==> src/rtl/serial_seq_tx.sv <==
// serial_seq_tx: parallel-to-serial bit-stream transmitter.
// Takes a WIDTH-bit word on a load/ready handshake and sends it MSB-first,
// one bit per clock with a qualifying valid, then holds the line idle for
// GAP_CYCLES cycles before the next word can be accepted.
//
// state | meaning
// ------+------------------------------------------------------------
//  00   | IDLE  - line idle, ready for a load
//  01   | SHIFT - one data bit presented per cycle, MSB first
//  10   | GAP   - fixed idle gap after the LSB, load ignored
//  11   | unused encoding, behaves as IDLE and leaves on the next edge

module serial_seq_tx #(
    parameter int   WIDTH      = 8,
    parameter int   GAP_CYCLES = 2,
    parameter logic IDLE_BIT   = 1'b0
) (
    input  logic             clk,
    input  logic             rst,
    input  logic [WIDTH-1:0] data_in,
    input  logic             load,
    output logic             ready,
    output logic             x_out,
    output logic             x_valid,
    output logic             done,
    output logic [1:0]       state
);

    localparam int BW = $clog2(WIDTH);
    localparam int GW = (GAP_CYCLES > 0) ? $clog2(GAP_CYCLES + 1) : 1;

    localparam logic [BW-1:0] BIT_LAST = BW'(WIDTH - 1);
    localparam logic [BW-1:0] BIT_ONE  = BW'(1);
    localparam logic [GW-1:0] GAP_LAST = GW'((GAP_CYCLES > 0) ? GAP_CYCLES - 1 : 0);
    localparam logic [GW-1:0] GAP_ONE  = GW'(1);

    typedef enum logic [1:0] {
        S_IDLE  = 2'b00,
        S_SHIFT = 2'b01,
        S_GAP   = 2'b10
    } state_t;

    state_t           st;
    logic [WIDTH-2:0] rest;     // bits still to be sent after the one on x_out
    logic [BW-1:0]    bit_cnt;  // bits remaining after the current one
    logic [GW-1:0]    gap_cnt;  // gap cycles already spent
    logic             done_r;

    // Ready and debug state are pure decodes of the state register; the
    // unused encoding reports ready because it takes the IDLE branch below.
    assign ready = (st != S_SHIFT) && (st != S_GAP);
    assign state = st;
    // Gating with SHIFT keeps done low in any state a glitch could reach.
    assign done  = done_r && (st == S_SHIFT);

    // Sequencer: load capture, MSB-first shifting, gap timing, all outputs registered.
    always_ff @(posedge clk) begin
        if (rst) begin
            st      <= S_IDLE;
            rest    <= '0;
            bit_cnt <= '0;
            gap_cnt <= '0;
            x_out   <= IDLE_BIT;
            x_valid <= 1'b0;
            done_r  <= 1'b0;
        end else begin
            case (st)
                S_SHIFT: begin
                    if (bit_cnt != '0) begin
                        x_out   <= rest[WIDTH-2];
                        rest    <= rest << 1;
                        bit_cnt <= bit_cnt - BIT_ONE;
                        done_r  <= (bit_cnt == BIT_ONE);
                    end else begin
                        // LSB has just been presented
                        x_out   <= IDLE_BIT;
                        x_valid <= 1'b0;
                        done_r  <= 1'b0;
                        gap_cnt <= '0;
                        st      <= (GAP_CYCLES == 0) ? S_IDLE : S_GAP;
                    end
                end
                S_GAP: begin
                    if (gap_cnt == GAP_LAST) begin
                        st <= S_IDLE;
                    end else begin
                        gap_cnt <= gap_cnt + GAP_ONE;
                    end
                end
                default: begin
                    // IDLE and the unused encoding share this branch
                    done_r  <= 1'b0;
                    gap_cnt <= '0;
                    if (load) begin
                        rest    <= data_in[WIDTH-2:0];
                        x_out   <= data_in[WIDTH-1];
                        x_valid <= 1'b1;
                        bit_cnt <= BIT_LAST;
                        st      <= S_SHIFT;
                    end else begin
                        x_out   <= IDLE_BIT;
                        x_valid <= 1'b0;
                        st      <= S_IDLE;
                    end
                end
            endcase
        end
    end

endmodule

==> config.mk <==
export PLATFORM = sky130hd
export DESIGN_NAME = serial_seq_tx
export DESIGN_NICKNAME = d
export VERILOG_FILES = /design/src/rtl/serial_seq_tx.sv
export SDC_FILE = /design/constraint.sdc
export NUM_CORES = 1
export LEC_CHECK = 0
export ABC_AREA = 1
export CAP_MARGIN = 20
export CORE_ASPECT_RATIO = 0.75
export CORE_UTILIZATION = 45
export DETAILED_ROUTE_END_ITERATION = 8
export GPL_TIMING_DRIVEN = 0
export PLACE_DENSITY_LB_ADDON = 0.25
export SLEW_MARGIN = 20
export SYNTH_ARGS = -nofsm -noshare
export SYNTH_HDL_FRONTEND = slang
export SYNTH_SLANG_ARGS = --single-unit
==> constraint.sdc <==
create_clock -name clk -period 4 [get_ports clk]
set_input_delay 0.8 -clock clk [delete_from_list [all_inputs] [get_ports clk]]
set_output_delay 0.8 -clock clk [all_outputs]
set_load 0.02 [all_outputs]
==> results.yml <==
worst_hold_path:
  hp-class: "reg2reg"
  min_path_cells: 2
die:
  dieArea_mm2: 0.00233
  io_pins: 17
  core_mm2: 0.00201
  fp.dieW_um: 55.5
  die_height_um: 42.1
  num_rows: 14
  start_util_pct: 47.9
drt:
  viasPerCell: 4.66
  drt_iter0_drc: 25
  route.detailed.drc: 0
  num_vias: 877
  postRouteAntennaNets: 0
  drt-total-wl_um: 1830
  post_drt_wl_per_cell_um: 9.74
  dr.pass1.iters: 4
critical_path:
  crit_cells: 6
  slowest_stage: "clkdlybuf4s50_1"
  worstPathMaxFanout: 8
  end_kind: "output port"
  r2r_cells: 8
  startpoint_type: "flop"
  r2r-end: "bit_cnt[2]$_SDFFE_PP0P_"
  cp.arrival_ns: 1.71
  endpoint: "done"
  slowest_delay_ns: 0.59
  worstPathCellList: "inv_1, ha_1, buf_6, nand2_1, inv_1, clkdlybuf4s50_1"
  criticalPathCategory: "reg2out"
  crit_required_ns: 3.20
  r2r-start: "bit_cnt[0]$_SDFFE_PP0P_"
  r2r_slack_ns: 2.47
  cpMostUsedCell: "inv_1"
  startpoint: "state[1]$_SDFFE_PP0P_"
  crit_family: "buffers and inverters"
  worst-path-buf-inv: 4
power:
  power.total_mw: 0.772
  p_leak_nw: 0.588
  vdd_ir_drop_max_uv: 383
  powerDensity_mw_per_mm2: 653
sta:
  grt_setup_unrepaired: "no"
  drv_slew: 0
  timing.hold.ws_ns: 0.466
  fin_tns_setup_ns: 0
  finalHoldViolCount: 0
  relSlewSlack_pct: 84.7
  post-route-min-period_ns: 2.51
  setup_viol: 0
  fmax_mhz: 399
  finalCritPeriodShare_pct: 62.7
  tightest_slew_ns: 0.228
  finClkSkew_ns: 0.00139
outcome:
  status: "finished, final reports clean"
cells_and_area:
  drive_gt1_share_pct: 8.54
  nets: 183
  syn_to_final_growth_pct: 22.4
  antenna_cells: 0
  final_area_mm2: 0.00118
  final_core_util_pct: 58.6
grt:
  grt_pass1_vias: 797
  overflow: 0
  grt_pass1_wl_um: 3390
  grt_usage_pct: 18.5
  grt_max_degree: 11
  antenna_found_initial: 0
cts:
  numClockSinks: 17
  ctsHoldBuffers: 0
  cts.clk_slew.worst_paths_ns: 0.09
  cts_root_buf: "clkbuf_4"
  cts_tree: "done"
  post_cts.repair.setup_buffers: 0
  cts_max_level: 1
  clock_path_buffers: 2
  clock_latency_ns: 0.29
  cts_resized: 0
  tritoncts.num_buffers: 3
placed_design:
  port_buffers: 16
  placed_area_mm2: 0.00115
  routabilityCongestion: 0.758
  hpwl_um: 1380
yosys:
  synthTopCellsByArea: "dfxtp_1 (35%), nand2_1 (18%), ha_1 (9.1%)"
  seq_area_frac_synth_pct: 35.3
  synth_xor_area_share_pct: 0
  synth_edf_count: 0
  syn_nets: 162
  synthMuxAreaShare_pct: 0
  async_flop_share_pct: 0
  yosys.area_share.simple_pct: 34.0
  synth_top_family_by_area: "simple AND/OR/NAND/NOR gates"
  synth_adder_area_share_pct: 9.08
  synth_common_cells: "nand2_1 (45), nor2_1 (23), inv_1 (22)"
  synth_flop_cell: "dfxtp_1"
  synth.distinct_cells: 16
  synth_warnings: 0
  synth_area_per_cell_um2: 6.70
  synth_seq_cells: 17
  synth_top_cell_by_area: "dfxtp_1"
  yosysTopAreaCellShare_pct: 35.3
  syn_area_um2: 965
  synth_compound_area_share_pct: 8.17
  synth_most_common_cell: "nand2_1"
  synth_cells: 144
job:
  cap_viol_max_count: 0
worst reg2reg max path: stages, from the launching register on:
cell	delay (ns)
dfxtp_1	0.36
inv_1	0.08
ha_1	0.21
ha_1	0.22
nand2_2	0.10
nand3_4	0.14
buf_6	0.19
nor2_2	0.09
nor2_1	0.05
final cells by class:
cell class / instances / area, um^2
clock buffer: 4 / 26.3
multi-input combinational: 100 / 494
timing repair buffer: 16 / 160
buffer: 4 / 38.8
inverter: 23 / 91.3
tap: 24 / 30.0
sequential: 17 / 340
fill: 186 / 833
state kept, by name, indices dropped and copies added (netlist names):
name,cells
gap_cnt,2
rest,7
x_out,1
done_r,1
x_valid,1
bit_cnt,3
state,2
layer usage:
metal	routed length, um	part of all wire [%]	track usage, %
met2	806	44	27.7
met4	13	0.71	6.00
met1	932	51	24.7
met5	0	0	0
met3	80	4.4	6.79
where the power goes:
part,total [mW],internal [mW],leakage (nW),switching [mW]
sequential,0.254,0.229,0.141,0.0253
combinational,0.426,0.172,0.432,0.255
clock,0.0915,0.0388,0.0150,0.0526
total,0.772,0.439,0.588,0.332
logic make-up after synthesis:
logic type | Yosys count
simple gates | 78
buf+inv | 27
flops | 17
compound gates | 15
fa+ha+maj | 7
per-stage QoR:
stage               worst slack (ns)  instances
floorplan                       2.19        144
global placement                1.81        184
detailed placement              1.81        184
CTS                             1.47        188
global route                    1.38        188
finish                          1.49        188
cells in the final DEF, fill, tap and decap left out:
| cell | instances |
|---|---|
| nand2_4 | 1 |
| buf_6 | 3 |
| nand3_4 | 1 |
| clkbuf_1 | 1 |
| nor2_1 | 23 |
| a21oi_1 | 6 |
| dfxtp_1 | 17 |
| clkdlybuf4s50_1 | 16 |
| inv_6 | 1 |
| inv_1 | 22 |
| buf_2 | 1 |
| nand2_1 | 45 |
| nand2_2 | 1 |
| a21oi_2 | 1 |
| o21ai_0 | 8 |
| nor2_2 | 2 |
| nand3_1 | 5 |
| clkbuf_4 | 3 |
| ha_1 | 7 |
how the worst min path moves through the flow:
| stage | from | end | slack, ns |
|---|---|---|---|
| 3_5_place_dp | gap_cnt[1]$_SDFFE_PP0P_ | gap_cnt[1]$_SDFFE_PP0P_ | 0.45 |
| 6_report | x_valid$_SDFFE_PP0P_ | x_valid$_SDFFE_PP0P_ | 0.47 |
| 3_3_place_gp | x_valid$_SDFFE_PP0P_ | x_valid$_SDFFE_PP0P_ | 0.45 |
| 5_1_grt | x_valid$_SDFFE_PP0P_ | x_valid$_SDFFE_PP0P_ | 0.50 |
| 4_1_cts | gap_cnt[1]$_SDFFE_PP0P_ | gap_cnt[1]$_SDFFE_PP0P_ | 0.47 |
| 2_1_floorplan | gap_cnt[1]$_SDFFE_PP0P_ | gap_cnt[1]$_SDFFE_PP0P_ | 0.43 |
Note: power is estimated with default switching activity, not from simulation.
